[src/rtl/video_bank_reader.sv]
// Display-side reader for the ping-pong video banks.
// Generates VGA timing from the pixel clock, fetches packed 1bpp words from the
// latched bank and draws them centred in the active area. Counter-to-pin latency
// is two cycles for sync and colour alike.
module video_bank_reader #(
   parameter int IMG_W        = 480,
   parameter int IMG_H        = 360,
   parameter int IMG_X0       = 160,
   parameter int IMG_Y0       = 120,
   parameter int FRAME_REPEAT = 2,
   parameter int ADDR_W       = 15,
   parameter int H_ACTIVE     = 800,
   parameter int H_FP         = 40,
   parameter int H_SYNC       = 128,
   parameter int H_BP         = 88,
   parameter int V_ACTIVE     = 600,
   parameter int V_FP         = 1,
   parameter int V_SYNC       = 4,
   parameter int V_BP         = 23
) (
   input  logic              CLK_40,
   input  logic              reset,
   input  logic              read_bank1,
   input  logic              read_bank2,
   output logic [ADDR_W-1:0] rd_addr,
   input  logic [7:0]        rd_data1,
   input  logic [7:0]        rd_data2,
   output logic              hsync,
   output logic              vsync,
   output logic [3:0]        vga_r,
   output logic [3:0]        vga_g,
   output logic [3:0]        vga_b,
   output logic              bank1_read_done,
   output logic              bank2_read_done
);

   // state  | meaning
   // IDLE   | no bank latched, frame drawn black
   // SHOW1  | bank 1 latched, counting refreshes
   // SHOW2  | bank 2 latched, counting refreshes
   typedef enum logic [1:0] {IDLE, SHOW1, SHOW2} state_t;

   localparam int H_TOTAL = H_ACTIVE + H_FP + H_SYNC + H_BP;
   localparam int V_TOTAL = V_ACTIVE + V_FP + V_SYNC + V_BP;
   localparam int HW      = $clog2(H_TOTAL);
   localparam int VW      = $clog2(V_TOTAL);

   localparam logic [HW-1:0]     H_LAST    = HW'(H_TOTAL - 1);
   localparam logic [HW-1:0]     H_SYNC_S  = HW'(H_ACTIVE + H_FP);
   localparam logic [HW-1:0]     H_SYNC_E  = HW'(H_ACTIVE + H_FP + H_SYNC);
   localparam logic [HW-1:0]     IMG_XS    = HW'(IMG_X0);
   localparam logic [HW-1:0]     IMG_XE    = HW'(IMG_X0 + IMG_W);
   localparam logic [VW-1:0]     V_LAST    = VW'(V_TOTAL - 1);
   localparam logic [VW-1:0]     V_SYNC_S  = VW'(V_ACTIVE + V_FP);
   localparam logic [VW-1:0]     V_SYNC_E  = VW'(V_ACTIVE + V_FP + V_SYNC);
   localparam logic [VW-1:0]     V_ACT_END = VW'(V_ACTIVE - 1);
   localparam logic [VW-1:0]     IMG_YS    = VW'(IMG_Y0);
   localparam logic [VW-1:0]     IMG_YE    = VW'(IMG_Y0 + IMG_H);
   localparam logic [ADDR_W-1:0] ADDR_MAX  = ADDR_W'(IMG_W * IMG_H / 8 - 1);
   localparam logic [3:0]        RPT_LAST  = 4'(FRAME_REPEAT - 1);

   logic [HW-1:0] h_cnt;
   logic [VW-1:0] v_cnt;
   state_t        state;
   logic [3:0]    repeat_cnt;

   logic          h_last, frame_start, frame_last, active_end_next;
   logic          in_img, hs_now, vs_now;
   logic [2:0]    x_phase;

   logic          img_d1, hs_d1, vs_d1;
   logic [2:0]    phase_d1;
   logic [7:0]    word_sel;
   logic          pix_bit;
   logic [3:0]    rgb_q;

   always_comb begin
      h_last          = (h_cnt == H_LAST);
      frame_start     = (h_cnt == '0) && (v_cnt == '0);
      frame_last      = h_last && (v_cnt == V_LAST);
      // one cycle ahead of h=0 on the first line after active video
      active_end_next = h_last && (v_cnt == V_ACT_END);
      in_img          = (h_cnt >= IMG_XS) && (h_cnt < IMG_XE) &&
                        (v_cnt >= IMG_YS) && (v_cnt < IMG_YE);
      hs_now          = (h_cnt >= H_SYNC_S) && (h_cnt < H_SYNC_E);
      vs_now          = (v_cnt >= V_SYNC_S) && (v_cnt < V_SYNC_E);
      x_phase         = h_cnt[2:0] - IMG_XS[2:0];
   end

   // Horizontal and vertical timing counters
   always_ff @(posedge CLK_40 or negedge reset) begin
      if (!reset) begin
         h_cnt <= '0;
         v_cnt <= '0;
      end else if (h_last) begin
         h_cnt <= '0;
         v_cnt <= (v_cnt == V_LAST) ? '0 : v_cnt + VW'(1);
      end else begin
         h_cnt <= h_cnt + HW'(1);
      end
   end

   // Running word address: steps after each 8th image pixel, saturates, clears at frame wrap
   always_ff @(posedge CLK_40 or negedge reset) begin
      if (!reset) begin
         rd_addr <= '0;
      end else if (frame_last) begin
         rd_addr <= '0;
      end else if (in_img && (x_phase == 3'd7) && (rd_addr != ADDR_MAX)) begin
         rd_addr <= rd_addr + ADDR_W'(1);
      end
   end

   // Stage 1: carry pixel position and sync alongside the RAM read
   always_ff @(posedge CLK_40 or negedge reset) begin
      if (!reset) begin
         img_d1   <= 1'b0;
         hs_d1    <= 1'b0;
         vs_d1    <= 1'b0;
         phase_d1 <= 3'd0;
      end else begin
         img_d1   <= in_img;
         hs_d1    <= hs_now;
         vs_d1    <= vs_now;
         phase_d1 <= x_phase;
      end
   end

   always_comb begin
      word_sel = 8'h00;
      case (state)
         SHOW1:   word_sel = rd_data1;
         SHOW2:   word_sel = rd_data2;
         default: word_sel = 8'h00;
      endcase
      pix_bit = word_sel[3'd7 - phase_d1];
   end

   // Stage 2: register colour and sync onto the pins
   always_ff @(posedge CLK_40 or negedge reset) begin
      if (!reset) begin
         hsync <= 1'b0;
         vsync <= 1'b0;
         rgb_q <= 4'h0;
      end else begin
         hsync <= hs_d1;
         vsync <= vs_d1;
         rgb_q <= {4{img_d1 & pix_bit}};
      end
   end

   assign vga_r = rgb_q;
   assign vga_g = rgb_q;
   assign vga_b = rgb_q;

   // Bank latch: choose a bank at frame start, count refreshes, pulse done after the last one
   always_ff @(posedge CLK_40 or negedge reset) begin
      if (!reset) begin
         state           <= IDLE;
         repeat_cnt      <= 4'd0;
         bank1_read_done <= 1'b0;
         bank2_read_done <= 1'b0;
      end else begin
         bank1_read_done <= 1'b0;
         bank2_read_done <= 1'b0;
         case (state)
            IDLE: begin
               if (frame_start) begin
                  repeat_cnt <= 4'd0;
                  if (read_bank1) begin
                     state <= SHOW1;
                  end else if (read_bank2) begin
                     state <= SHOW2;
                  end
               end
            end
            SHOW1, SHOW2: begin
               if (active_end_next) begin
                  if (repeat_cnt == RPT_LAST) begin
                     bank1_read_done <= (state == SHOW1);
                     bank2_read_done <= (state == SHOW2);
                     repeat_cnt      <= 4'd0;
                     state           <= IDLE;
                  end else begin
                     repeat_cnt <= repeat_cnt + 4'd1;
                  end
               end
            end
            default: state <= IDLE;
         endcase
      end
   end

endmodule

[config.mk]
export PLATFORM = sky130hd
export DESIGN_NAME = video_bank_reader
export DESIGN_NICKNAME = d
export VERILOG_FILES = /design/src/rtl/video_bank_reader.sv
export SDC_FILE = /design/constraint.sdc
export NUM_CORES = 1
export LEC_CHECK = 0
export ABC_AREA = 1
export BUFFER_PORTS_ARGS = -buffer_cell sky130_fd_sc_hd__buf_2
export CAP_MARGIN = 10
export CORE_ASPECT_RATIO = 0.75
export CORE_MARGIN = 2
export CORE_UTILIZATION = 51
export CTS_CLUSTER_DIAMETER = 60
export DETAILED_ROUTE_END_ITERATION = 8
export PLACE_DENSITY = 0.74
export REMOVE_ABC_BUFFERS = 1
export SYNTH_ARGS = -nofsm -noshare
export SYNTH_HDL_FRONTEND = slang
export SYNTH_SLANG_ARGS = --single-unit
export TNS_END_PERCENT = 5
[constraint.sdc]
create_clock -name CLK_40 -period 1.7 [get_ports CLK_40]
set_input_delay 0.34 -clock CLK_40 [delete_from_list [all_inputs] [get_ports CLK_40]]
set_output_delay 0.34 -clock CLK_40 [all_outputs]
set_load 0.005 [all_outputs]
==> results.ini <==
[final_layout]
final_util_pct = 62.5
antennaDiodeCount = 0
final_nets = 567
syn_to_final_growth_pct = 16.4
drive_above_1_share_pct = 20.9
num-fill-cells = 565

[global_route]
grt_pass1_wl_um = 13300
grt_overflow_total = 0
antenna_found_initial = 0
grt_max_degree = 38
grt_pass1_vias = 2950
grt_use_total_pct = 22.1

[detailed_routing]
drcViolationCount = 0
vias = 3222
drt_iter0_markers = 173
via_per_inst = 5.23
wl_per_cell_um = 12.7
ant_nets = 0
wirelength_um = 7820
drt_pass1_iterations = 4

[setup_path]
cp.required_ps = 1910
reg2regPathDepth = 8
startpoint_type = flip-flop
critPathMaxFanout = 17
cp-end-kind = flip-flop
r2r_slack_ps = 70
crit_type = reg -> reg
reg2reg_from = h_cnt[7]
startpoint = h_cnt[7]
critPathArrivalTime_ps = 1840
r2r_end = v_cnt[4]

[synthesis]
yosys.area.top_type = dfrtp_1
synth_most_common_cell = nand2_1
synth_top_area_share_pct = 38.3
ys_async_sr_fraction_pct = 100
synthTopCellsByArea = dfrtp_1 38%, nand2_1 13%, nand3_1 10%
syn_inst = 474
synthFlopType = dfrtp_1
synth.distinct_cells = 27
synth_edf_count = 0
yosysSeqAreaShare_pct = 38.3
syn-cell-area_sq_um = 3460
yosys-top-cells-count = 119 x nand2_1, 69 x nand3_1, 61 x nor2_1
synth_area_per_cell_sq_um = 7.30
ys_ff_latch = 53
yosys_warnings = 0

[pwr]
p_leak_uw = 0.00217
p_per_area_nw_per_um2 = 688
total_power_uw = 2770
ir_drop_v = 0.000348

[sta]
slew_viol_final = 0
tightestPinTransition_ps = 438
fin_crit_sh_pct = 96.1
setup_violations = 0
fin_crit_ps = 1630
fin_skew_ps = 9.24
slew-limit-headroom_pct = 70.6
final_hold_viol_count = 0
fmax_mhz = 612
grt_setup_unrepaired = true

[place]
io_buffers = 50
place_hpwl_um = 5880
gp_congestion = 0.913

[clock_network]
cts_buffers = 5
htreeDepth = 2
clk_path_buf_depth = 2
path_clk_slew_ps = 90
clock_latency_ps = 310
cts-root-buf = clkbuf_8
cts_tree = yes
cts_sinks = 53

[min_path]
hold_class = reg -> reg
hold_end = vsync
worstHoldStart = vs_d1
hold_path_depth = 0

[floorplan]
die_h_um = 75.4
die-area_sq_um = 7470
core.rowCount = 25
start_util_pct = 53.7
dieWidth_um = 99.1
core_sq_um = 6440
ios = 51

[job]
drv_cap = 0

[status]
status = finished, final reports clean

## power by group
| part | switching, uW | total [uW] | internal [uW] |
|---|---|---|---|
| combinational | 419 | 645 | 225 |
| sequential | 35.7 | 1330 | 1300 |
| clock | 427 | 796 | 369 |
## metal layers
metal  track usage [%]  share of wire, %  up-vias
li1                  -                 -     1632
met2              36.3                43      101
met3              3.30               6.3       10
met5                 0                 0        -
met1              31.3                49     1479
met4              5.78               1.1        0
## timing repair
action | CTS | global route
hold buffers | 1 | 0
pin swaps | 0 | 2
setup buffers | 0 | 1
gates resized for setup | 3 | 18
endpoints found under the hold margin | 16 | 0
setup endpoints to repair | 5 | 27
## critical path, cell delays in order, from the launching register on
cell and delay, ps:
dfrtp_1 450, nor2_4 140, nand3_2 150, nor2_8 190, nand2_4 60, or2_1 240, buf_12 170, o21ai_0 80
nor2_1 60
## worst max-delay path by stage
stage | end | slack, ps | depth (start not counted)
after floorplan | rd_addr[0] | -440 | 6
after global placement | repeat_cnt[1] | -9 | 10
after detailed placement | repeat_cnt[0] | -30 | 10
after CTS | repeat_cnt[1] | 10 | 10
after global routing | rd_addr[9] | -40 | 9
final | v_cnt[4] | 70 | 8
## placed cells by master (no fill, tap or decap), types with 4 or more instances in the layout
cell type / count
xor2_1: 13
nand3_2: 12
inv_1: 59
nor3_1: 11
o21ai_0: 11
buf_4: 19
ha_1: 12
a21oi_1: 5
nor2_2: 5
dfrtp_1: 48
nor2_1: 56
xnor2_1: 4
clkbuf_8: 7
nand2_1: 116
buf_2: 50
nand3_1: 67
nand4_1: 15
dfrtp_2: 5
## metrics by stage
step	hold slack [ps]	setup slack (ps)	TNS [ps]	cell area [sq um]	cells
6_report	357	67.1	0	4030	616
5_1_grt	367	-36.6	-142	4030	616
4_1_cts	355	14.1	0	3960	615
3_5_place_dp	294	-25.8	-89.6	3850	606
3_3_place_gp	298	-9.14	-25.8	3850	606
2_1_floorplan	44.4	-443	-6490	3320	455
## layout make-up
type	count	area (sq um)	area share, %
tap	81	101	2.52
timing repair buffer	72	443	11.0
clock inverter	1	5.00	0.124
sequential	53	1330	33.1
clock buffer	7	96.3	2.39
inverter	60	225	5.59
multi-input combinational	342	1830	45.3
## flip-flops by register name, summed over array words and instances, names as in the netlist
name	count
phase_d1	3
v_cnt	10
hsync	1
rd_addr	15
repeat_cnt	4
vs_d1	1
state	2
vga_b	1
img_d1	1
h_cnt	11
hs_d1	1
bank1_read_done	1
bank2_read_done	1
vsync	1
## cells by family (layout without fill, tap and decap cells)
family	after synthesis	count (layout)	share of synthesized area [%]
adder cells (fa/ha/maj)	13	13	4.70
XOR/XNOR	17	17	4.30
AO/OA/AOI/OAI	18	18	2.78
buffers and inverters	79	140	10.6
flip-flops	53	53	38.3
AND/OR/NAND/NOR	294	294	39.3
Power figures use the tool's default switching activity.
